===== src/rtl/run_ctrl_pkg.sv =====
// Shared definitions for the run controller.
//   state_e      : controller FSM states
//   MODE_*       : run-mode encodings sampled on an accepted start
package run_ctrl_pkg;

  typedef enum logic [1:0] {
    IDLE,
    RESET,
    RUN,
    DONE
  } state_e;

  localparam logic [1:0] MODE_FWD_OFF = 2'd0;
  localparam logic [1:0] MODE_FWD_ON  = 2'd1;
  localparam logic [1:0] MODE_COMPARE = 2'd2;

endpackage


===== src/rtl/halt_detector.sv =====
// Flags a processor halt when the fetch PC stays unchanged for HALT_STABLE
// consecutive comparisons.
//   clk      : clock, rising edge
//   rst      : asynchronous active-low reset
//   clear    : reload prev_pc and zero the stable count; suppresses halt
//   core_pc  : observed fetch PC
//   halt     : combinational, high in the cycle the stable count reaches HALT_STABLE
module halt_detector #(
  parameter int unsigned PC_W        = 32,
  parameter int unsigned HALT_STABLE = 4
) (
  input  logic            clk,
  input  logic            rst,
  input  logic            clear,
  input  logic [PC_W-1:0] core_pc,
  output logic            halt
);

  localparam int unsigned SW   = $clog2(HALT_STABLE + 1);
  localparam logic [SW-1:0] Last = SW'(HALT_STABLE - 1);
  localparam logic [SW-1:0] Top  = SW'(HALT_STABLE);

  logic [PC_W-1:0] prev_q;
  logic [SW-1:0]   stable_q, stable_d;
  logic            same;

  assign same = (core_pc == prev_q);

  always_comb begin
    stable_d = stable_q;
    halt     = 1'b0;
    if (clear) begin
      stable_d = '0;
    end else if (same) begin
      // Halt fires on the comparison that brings the count up to HALT_STABLE.
      if (stable_q == Last) halt = 1'b1;
      if (stable_q != Top) stable_d = stable_q + SW'(1);
    end else begin
      stable_d = '0;
    end
  end

  always_ff @(posedge clk or negedge rst) begin
    if (!rst) begin
      prev_q   <= '0;
      stable_q <= '0;
    end else begin
      prev_q   <= core_pc;
      stable_q <= stable_d;
    end
  end

endmodule


===== src/rtl/run_controller.sv =====
// Sequences a processor through one or two reset/run passes and measures them.
// Optional retire counter is built when RUN_CTRL_RETIRE_COUNT_EN is defined;
// otherwise retired is tied to 0.
//   clk, rst              : clock (rising edge), asynchronous active-low reset
//   start, mode           : run request (IDLE only) and mode sampled with it
//   core_pc, core_retire  : processor fetch PC and per-cycle retire strobe
//   core_rst, forward_EN  : active-low processor reset and forwarding enable
//   busy, done, timeout   : status; done is a one-cycle pulse, timeout is sticky
//   cycles_p0, cycles_p1  : RUN cycles consumed by pass 0 / pass 1
//   retired               : retire count of the most recent pass
module run_controller
  import run_ctrl_pkg::*;
#(
  parameter int unsigned PC_W        = 32,
  parameter int unsigned CNT_W       = 16,
  parameter int unsigned RST_CYCLES  = 5,
  parameter int unsigned MAX_CYCLES  = 100,
  parameter int unsigned HALT_STABLE = 4
) (
  input  logic             clk,
  input  logic             rst,
  input  logic             start,
  input  logic [1:0]       mode,
  input  logic [PC_W-1:0]  core_pc,
  input  logic             core_retire,
  output logic             core_rst,
  output logic             forward_EN,
  output logic             busy,
  output logic             done,
  output logic             timeout,
  output logic [CNT_W-1:0] cycles_p0,
  output logic [CNT_W-1:0] cycles_p1,
  output logic [CNT_W-1:0] retired
);

  localparam int unsigned RW = $clog2(RST_CYCLES + 1);
  localparam logic [RW-1:0]    RstLast = RW'(RST_CYCLES - 1);
  localparam logic [CNT_W-1:0] MaxCnt  = CNT_W'(MAX_CYCLES);

  state_e           state_q, state_d;
  logic             pass_q, pass_d;
  logic [1:0]       mode_q, mode_d;
  logic [RW-1:0]    rst_cnt_q, rst_cnt_d;
  logic [CNT_W-1:0] cnt_q, cnt_d;
  logic [CNT_W-1:0] cyc0_q, cyc0_d, cyc1_q, cyc1_d;
  logic             timeout_q, timeout_d;
  logic             enter_reset, at_budget, halt, halt_clear, fwd_sel;

  // Detector is held clear outside RUN and reloads prev_pc on the first RUN cycle.
  assign halt_clear = (state_q != RUN) || (cnt_q == CNT_W'(1));

  halt_detector #(
    .PC_W        (PC_W),
    .HALT_STABLE (HALT_STABLE)
  ) u_halt (
    .clk     (clk),
    .rst     (rst),
    .clear   (halt_clear),
    .core_pc (core_pc),
    .halt    (halt)
  );

  always_comb begin
    state_d     = state_q;
    pass_d      = pass_q;
    mode_d      = mode_q;
    rst_cnt_d   = rst_cnt_q;
    cnt_d       = cnt_q;
    cyc0_d      = cyc0_q;
    cyc1_d      = cyc1_q;
    timeout_d   = timeout_q;
    enter_reset = 1'b0;
    at_budget   = (cnt_q == MaxCnt);
    unique case (state_q)
      IDLE: begin
        if (start) begin
          // Mode 3 behaves as forwarding off.
          mode_d      = (mode == MODE_FWD_ON || mode == MODE_COMPARE) ? mode : MODE_FWD_OFF;
          timeout_d   = 1'b0;
          cyc0_d      = '0;
          cyc1_d      = '0;
          cnt_d       = '0;
          pass_d      = 1'b0;
          rst_cnt_d   = '0;
          enter_reset = 1'b1;
          state_d     = RESET;
        end
      end
      RESET: begin
        if (rst_cnt_q == RstLast) begin
          cnt_d   = CNT_W'(1);
          state_d = RUN;
        end else begin
          rst_cnt_d = rst_cnt_q + RW'(1);
        end
      end
      RUN: begin
        if (halt || at_budget) begin
          if (pass_q) cyc1_d = cnt_q;
          else        cyc0_d = cnt_q;
          // Halt wins a tie with the budget.
          if (!halt) timeout_d = 1'b1;
          if (mode_q == MODE_COMPARE && !pass_q) begin
            pass_d      = 1'b1;
            rst_cnt_d   = '0;
            enter_reset = 1'b1;
            state_d     = RESET;
          end else begin
            state_d = DONE;
          end
        end else begin
          cnt_d = cnt_q + CNT_W'(1);
        end
      end
      DONE:    state_d = IDLE;
      default: state_d = IDLE;
    endcase
  end

  always_ff @(posedge clk or negedge rst) begin
    if (!rst) begin
      state_q   <= IDLE;
      pass_q    <= 1'b0;
      mode_q    <= MODE_FWD_OFF;
      rst_cnt_q <= '0;
      cnt_q     <= '0;
      cyc0_q    <= '0;
      cyc1_q    <= '0;
      timeout_q <= 1'b0;
    end else begin
      state_q   <= state_d;
      pass_q    <= pass_d;
      mode_q    <= mode_d;
      rst_cnt_q <= rst_cnt_d;
      cnt_q     <= cnt_d;
      cyc0_q    <= cyc0_d;
      cyc1_q    <= cyc1_d;
      timeout_q <= timeout_d;
    end
  end

  assign fwd_sel    = (mode_q == MODE_FWD_ON) || (mode_q == MODE_COMPARE && pass_q);
  assign forward_EN = ((state_q == RESET) || (state_q == RUN)) && fwd_sel;
  assign core_rst   = (state_q == RUN);
  assign busy       = (state_q != IDLE);
  assign done       = (state_q == DONE);
  assign timeout    = timeout_q;
  assign cycles_p0  = cyc0_q;
  assign cycles_p1  = cyc1_q;

`ifdef RUN_CTRL_RETIRE_COUNT_EN
  logic [CNT_W-1:0] retired_q;

  always_ff @(posedge clk or negedge rst) begin
    if (!rst) begin
      retired_q <= '0;
    end else if (enter_reset) begin
      retired_q <= '0;
    end else if (state_q == RUN && core_retire && retired_q != '1) begin
      retired_q <= retired_q + CNT_W'(1);
    end
  end

  assign retired = retired_q;
`else
  logic unused_retire;
  assign unused_retire = core_retire ^ enter_reset;
  assign retired       = '0;
`endif

endmodule


===== config.mk =====
export PLATFORM = sky130hd
export DESIGN_NAME = run_controller
export DESIGN_NICKNAME = d
export VERILOG_FILES = /design/src/rtl/run_ctrl_pkg.sv /design/src/rtl/halt_detector.sv /design/src/rtl/run_controller.sv
export SDC_FILE = /design/constraint.sdc
export NUM_CORES = 1
export LEC_CHECK = 0
export CAP_MARGIN = 20
export CORE_AREA = 2 2 97 99
export CTS_CLUSTER_SIZE = 20
export DETAILED_ROUTE_END_ITERATION = 6
export DIE_AREA = 0 0 99 101
export PLACE_DENSITY = 0.78
export SLEW_MARGIN = 0
export SYNTH_ARGS = -nofsm -noshare
export SYNTH_HDL_FRONTEND = slang
export SYNTH_HIERARCHICAL = 1
export SYNTH_SLANG_ARGS = --single-unit

===== constraint.sdc =====
create_clock -name clk -period 3.8 [get_ports clk]
set_input_delay 0.76 -clock clk [delete_from_list [all_inputs] [get_ports clk]]
set_output_delay 0.76 -clock clk [all_outputs]
set_load 0.1 [all_outputs]

==> flow_metrics.env, run 1 <==
export IMPL_status="finished, final reports clean"
export IMPL_count_of_vias_placed_by_the_detailed_router=3213
export IMPL_synth_warning_count=6
export IMPL_crit_start="core_pc[1]"
export IMPL_die_area_mm2=0.0100
export IMPL_crit_required_ns=4.05
export IMPL_fp_dieW_um=99
export IMPL_setup_skew_ns=0.0151
export IMPL_routed_wl_mm=9.58
export IMPL_critPathLaunchType="input pin"
export IMPL_area_growth_pct=22.9
export IMPL_slew_headroom=0.336
export IMPL_cts_htree_levels=3
export IMPL_fin_crit_ns=3.25
export IMPL_rows=35
export IMPL_grt_first_pass_wirelength_mm=16.2
export IMPL_grt_start_max_net_pins=60
export IMPL_final_core_utilization=0.610
export IMPL_dpl_hpwl_mm=6.78
export IMPL_slowest_cell_on_the_critical_path="clkdlybuf4s50_1"
export IMPL_drt_iter0_markers=199
export IMPL_io_pins=91
export IMPL_drc=0
export IMPL_core_area_mm2=0.00898
export IMPL_clock_tree_from_tritoncts="built"
export IMPL_critical_path_cell_chain="clkdlybuf4s50_1 -> xor2_1 -> nor4_1 -> nand4_1 -> nor4_1 -> buf_4 -> a41o_4 -> nand2_2 -> a21o_1 -> a22o_1"
export IMPL_synth_seq_cells=92
export IMPL_asyncSetResetFlopFracSynth=1.00
export IMPL_critical_path_most_common_cell="nor4_1"
export IMPL_worst_setup_path_end_kind="flip-flop"
export IMPL_report_final_slew_viol_count=0
export IMPL_number_of_violations_of_the_max_capacitance_limit=0
export IMPL_cts_setup_buffers=0
export IMPL_postPlaceCellArea_mm2=0.00525
export IMPL_number_of_global_route_vias_before_repair=3350
export IMPL_syn_cell_area_mm2=0.00446
export IMPL_critPathMaxStageDelay_ns=0.43
export IMPL_wl_per_cell_um=16.6
export IMPL_crit_type="in2reg"
export IMPL_hold_path_class="in2async"
export IMPL_post_route_cells_drive_above_1_share=0.118
export IMPL_max_slew_worst_pin_slew_ns=0.993
export IMPL_cts_num_sinks=92
export IMPL_die_height_um=101
export IMPL_antenna_cells=0
export IMPL_syn_inst=385
export IMPL_cts_made_buffers=9
export IMPL_final_report_hold_violation_count=0
export IMPL_seq_area_frac_synth=0.517
export IMPL_crit_reg2reg_launch="cnt_q[1]$_DFFE_PN0P_"
export IMPL_antenna_found_initial=0
export IMPL_post_cts_resize_count=0
export IMPL_crit_path_max_fo=14
export IMPL_worstPathArrival_ns=3.50
export IMPL_synth_unique_cells=68
export IMPL_design_area_mm2=0.00548
export IMPL_grt_setup_unrepaired="false"
export IMPL_port_buffer_count=73
export IMPL_final_setup_tns_ns=0
export IMPL_clock_latency_ns=0.37
export IMPL_worst_setup_hold_path_clk_slew_ns=0.09
export IMPL_fin_crit_sh=0.855
export IMPL_drt_vias_per_instance=5.55
export IMPL_drt_pass1_iter_count=4
export IMPL_ctsHoldBuffers=0
export IMPL_finalNetCount=514
export IMPL_max_freq_mhz=308
export IMPL_most_common_cell_after_layout_fill_and_taps_aside="dfrtp_1"
export IMPL_grt_use_total=0.202
export IMPL_post_synthesis_average_cell_area_um2=11.6
export IMPL_postSynth_topFlopCell="dfrtp_1"
export IMPL_commonest_non_fill_non_tap_cells_in_the_layout="dfrtp_1, clkdlybuf4s50_1, a22o_1"
export IMPL_finalWeightedCongestion=0.863
export IMPL_ctsLongestPathBuffers=2
export IMPL_cts_root_buffer_cell="clkbuf_8"
export IMPL_power_static_leakage_nw=2.39
export IMPL_setup_viol_count_final=0
export IMPL_number_of_synthesized_flops_with_an_enable_pin=0
export IMPL_grt_overflow=0
export IMPL_initial_core_utilization=0.496
export IMPL_worst_ir_drop_vdd_mv=0.555
export IMPL_antenna_left=0
export IMPL_power_density_cell_area_mw_per_mm2=547
## metrics by stage
stage	setup WS, ns	total power [W]	std cells	hold slack [ns]
floorplan	0.194	0.00198	400	0.464
global placement	0.0981	0.00223	561	0.478
detailed placement	0.0633	0.00226	562	0.485
CTS	0.347	0.00300	578	0.341
global route	0.299	0.00315	579	0.359
finish	0.553	0.00300	579	0.343
## layout make-up
cell class,count,area (um2)
clock buffer,9,124
clock inverter,7,98.8
fill,732,3500
sequential,92,2300
timing repair buffer,82,806
multi-input combinational,257,1930
tap,111,139
inverter,21,78.8
## kinds of logic (layout without fill, tap and decap cells)
group / count (synthesis) / in the layout / synth area share
other: 1 / 16 / 0.000841
and+or+nand+nor: 103 / 103 / 0.144
DFF: 92 / 92 / 0.517
muxes: 1 / 1 / 0.00225
adders and majority gates: 13 / 13 / 0.0365
AOI/OAI and AO/OA: 96 / 96 / 0.181
xor gates and xnor gates: 28 / 28 / 0.0550
buffers and inverters: 51 / 119 / 0.0640
## registers in the layout (all words and copies together), names as in the netlist
name             cells
cycles_p1           16
timeout              1
u_halt/stable_q      3
pass_q               1
rst_cnt_q            3
state_q              2
mode_q               2
cycles_p0           16
cnt_q               16
u_halt/prev_q       32
## routing by layer
metal	share of wire	vias to the layer above	GRT usage
li1	-	1527	-
met5	0	-	0
met4	0.016	0	0.0875
met3	0.063	11	0.0409
met2	0.48	89	0.323
met1	0.45	1586	0.270
## final timing paths
| path | end | slack (ns) | cells past startpoint |
|---|---|---|---|
| setup / recovery | cycles_p1[14]$_DFFE_PN0P_ | 0.55 | 10 |
| hold reg to reg | mode_q[0]$_DFFE_PN0P_ | 0.50 | 2 |
| hold / removal | cycles_p1[7]$_DFFE_PN0P_ | 0.34 | 1 |
| min in group clk | mode_q[0]$_DFFE_PN0P_ | 0.50 | 2 |
| max in group asynchronous | u_halt/prev_q[10]$_DFF_PN0_ | 2.83 | 2 |
| setup reg to reg | cnt_q[10]$_DFFE_PN0P_ | 0.66 | 14 |
## report_power, final
part | internal [W] | switching, W | total, W
sequential | 0.00105 | 0.0000571 | 0.00110
clock | 0.000375 | 0.000358 | 0.000733
combinational | 0.000320 | 0.000841 | 0.00116
## worst max-delay path, delay by kind of cell
family	cells	cell delay, ns
simple gates	4	1.08
compound gates	3	0.84
buf+inv	2	0.63
xor+xnor	1	0.16
## synthesized netlist by cell type (3+ instances only)
cell type  count  area share
ha_1          13       0.036
o2111a_1       3      0.0076
buf_4         17       0.029
nor2_1        12       0.010
nand2b_1       8       0.011
o31ai_1        5      0.0084
nor3_1         3      0.0034
nand2_1       24       0.020
a21oi_1       16       0.018
inv_1         19       0.016
buf_2          6      0.0067
a22o_1        29       0.057
nor2b_1        4      0.0056
o21ai_1        7      0.0079
o211ai_1       3      0.0051
or3_1          7      0.0098
clkbuf_1       4      0.0034
nand4_1        5      0.0070
xnor2_1        5      0.0098
xor2_1        23       0.045
o21ai_0        6      0.0067
buf_6          3      0.0076
dfrtp_1       92        0.52
nor4_1         8       0.011
nand3_1       10       0.011
Note: power is estimated with default switching activity, not from simulation.
==> inputs of run 2 (changes only) <==
--- a/config.mk
+++ b/config.mk
@@ -11,7 +11,7 @@
 export DETAILED_ROUTE_END_ITERATION = 6
 export DIE_AREA = 0 0 99 101
 export PLACE_DENSITY = 0.78
-export SLEW_MARGIN = 0
+export SLEW_MARGIN = 20
 export SYNTH_ARGS = -nofsm -noshare
 export SYNTH_HDL_FRONTEND = slang
 export SYNTH_HIERARCHICAL = 1
==> run 2 against run 1 <==
Combinational power about the same. Global-route usage stayed put. Cell count fell by 0.17%. Hold slack worse by 0.0067 ns. Non-clock buffer count down 1. Sequential power about the same. Clock-buffer cell count stayed put. Register-to-register slack gained 0.02 ns. Largest power group unchanged.
==> flow_metrics.env, run 2 (synthesized netlist as in run 1, its figures left out) <==
export IMPL_max_slew_worst_pin_slew_ns=0.993
export IMPL_registers_top_by_ff_count="u_halt/prev_q"
export IMPL_fin_crit_ns=3.23
export IMPL_crit_required_ns=4.06
export IMPL_worst_setup_path_end_kind="flip-flop"
export IMPL_drt_vias_per_instance=5.57
export IMPL_setup_viol_count_final=0
export IMPL_critPathLaunchType="input pin"
export IMPL_grt_use_total=0.202
export IMPL_most_common_cell_after_layout_fill_and_taps_aside="dfrtp_1"
export IMPL_cp_depth=10
export IMPL_worst_ir_drop_vdd_mv=0.557
export IMPL_finalWeightedCongestion=0.863
export IMPL_worst_setup_hold_path_clk_slew_ns=0.09
export IMPL_number_of_global_route_vias_before_repair=3350
export IMPL_globalRouteMet2Util=0.323
export IMPL_nFillCells=732
export IMPL_setup_skew_ns=0.0146
export IMPL_commonest_non_fill_non_tap_cells_in_the_layout="dfrtp_1, clkdlybuf4s50_1, a22o_1"
export IMPL_crit_path_max_fo=14
export IMPL_die_height_um=101
export IMPL_cts_num_sinks=92
export IMPL_clock_tree_from_tritoncts="built"
export IMPL_antenna_found_initial=0
export IMPL_slew_headroom=0.336
export IMPL_rows=35
export IMPL_grt_overflow=0
export IMPL_drt_pass1_iter_count=4
export IMPL_max_freq_mhz=310
export IMPL_clock_latency_ns=0.37
export IMPL_worst_path_buf_inv=2
export IMPL_count_of_vias_placed_by_the_detailed_router=3219
export IMPL_fin_crit_sh=0.850
export IMPL_grt_met3_usage=0.0409
export IMPL_final_report_hold_violation_count=0
export IMPL_core_area_mm2=0.00898
export IMPL_slowest_cell_on_the_critical_path="clkdlybuf4s50_1"
export IMPL_routed_wl_mm=9.52
export IMPL_port_buffer_count=73
export IMPL_area_growth_pct=22.8
export IMPL_io_pins=91
export IMPL_number_of_violations_of_the_max_capacitance_limit=0
export IMPL_largest_reg_flops=32
export IMPL_antenna_cells=0
export IMPL_hold_path_class="in2async"
export IMPL_die_area_mm2=0.0100
export IMPL_initial_core_utilization=0.496
export IMPL_report_final_slew_viol_count=0
export IMPL_power_density_cell_area_mw_per_mm2=547
export IMPL_grt_setup_unrepaired="false"
export IMPL_ctsHoldBuffers=0
export IMPL_cts_root_buffer_cell="clkbuf_8"
export IMPL_final_setup_tns_ns=0
export IMPL_cts_setup_buffers=0
export IMPL_global_route_usage_met1=0.270
export IMPL_drt_iter0_markers=183
export IMPL_critical_path_most_common_cell="nor4_1"
export IMPL_grt_start_max_net_pins=60
export IMPL_post_cts_resize_count=0
export IMPL_antenna_left=0
export IMPL_timing_critical_path_max_delay_family="simple AND/OR/NAND/NOR gates"
export IMPL_power_static_leakage_nw=2.39
export IMPL_busiest_layer="met2"
export IMPL_dpl_hpwl_mm=6.78
export IMPL_drc=0
export IMPL_post_route_cells_drive_above_1_share=0.118
export IMPL_fp_dieW_um=99
export IMPL_worstPathArrival_ns=3.49
export IMPL_critical_path_cell_chain="clkdlybuf4s50_1 -> xor2_1 -> nor4_1 -> nand4_1 -> nor4_1 -> buf_4 -> a41o_4 -> nand2_2 -> a21o_1 -> a22o_1"
export IMPL_critPathMaxStageDelay_ns=0.43
export IMPL_crit_type="in2reg"
export IMPL_cts_htree_levels=3
export IMPL_ctsLongestPathBuffers=2
export IMPL_r2r_cells=14
export IMPL_grt_first_pass_wirelength_mm=16.2
export IMPL_finalHoldWorstSlack_ns=0.336
export IMPL_wl_per_cell_um=16.5
export IMPL_status="finished, final reports clean"
export IMPL_cts_made_buffers=9
export IMPL_finalNetCount=513
==> run 2: changes by cell type in the layout (fill, tap and decap cells not counted) <==
cell      previous run  this run
o21bai_1             1         0
buf_4               13        12
o21bai_2             0         1
==> run 2: metal layers <==
metal / part of all wire / routed length, um
met5: 0 / 0
met4: 0.020 / 193
met3: 0.057 / 539
met2: 0.47 / 4480
met1: 0.45 / 4300
==> run 2: where the power goes <==
group | total, W | switching [W] | internal [W]
registers | 0.00110 | 0.0000571 | 0.00105
logic | 0.00115 | 0.000836 | 0.000314
clock network | 0.000739 | 0.000363 | 0.000375
total | 0.00299 | 0.00126 | 0.00173
==> run 2: worst paths after layout <==
path	startpoint	end	slack, ns
worst max-delay path	core_pc[1]	cycles_p1[14]$_DFFE_PN0P_	0.57
worst min-delay path	rst	cycles_p1[7]$_DFFE_PN0P_	0.34
worst max register to register	cnt_q[1]$_DFFE_PN0P_	cnt_q[10]$_DFFE_PN0P_	0.68
worst min register to register	mode_q[0]$_DFFE_PN0P_	mode_q[0]$_DFFE_PN0P_	0.50
max in group asynchronous	rst	u_halt/prev_q[10]$_DFF_PN0_	2.83
min in group clk	mode_q[0]$_DFFE_PN0P_	mode_q[0]$_DFFE_PN0P_	0.50
==> run 2: stage by stage <==
| stage | std cells | power (W) | area, um2 | worst slack (ns) | util |
|---|---|---|---|---|---|
| floorplan | 400 | 0.00198 | 4520 | 0.194 | - |
| global placement | 561 | 0.00223 | 5220 | 0.0981 | 0.581 |
| detailed placement | 562 | 0.00226 | 5250 | 0.0633 | 0.584 |
| CTS | 578 | 0.00300 | 5470 | 0.347 | 0.609 |
| global route | 578 | 0.00314 | 5470 | 0.354 | 0.610 |
| finish | 578 | 0.00299 | 5470 | 0.571 | 0.610 |
==> run 2: layout make-up <==
class	instances	area [um2]	area share
Tap cell	111	139	0.0254
Clock buffer	9	124	0.0226
Inverter	21	78.8	0.0144
Timing Repair Buffer	81	798	0.146
Sequential cell	92	2300	0.421
Clock inverter	7	98.8	0.0181
Multi-Input combinational cell	257	1930	0.353
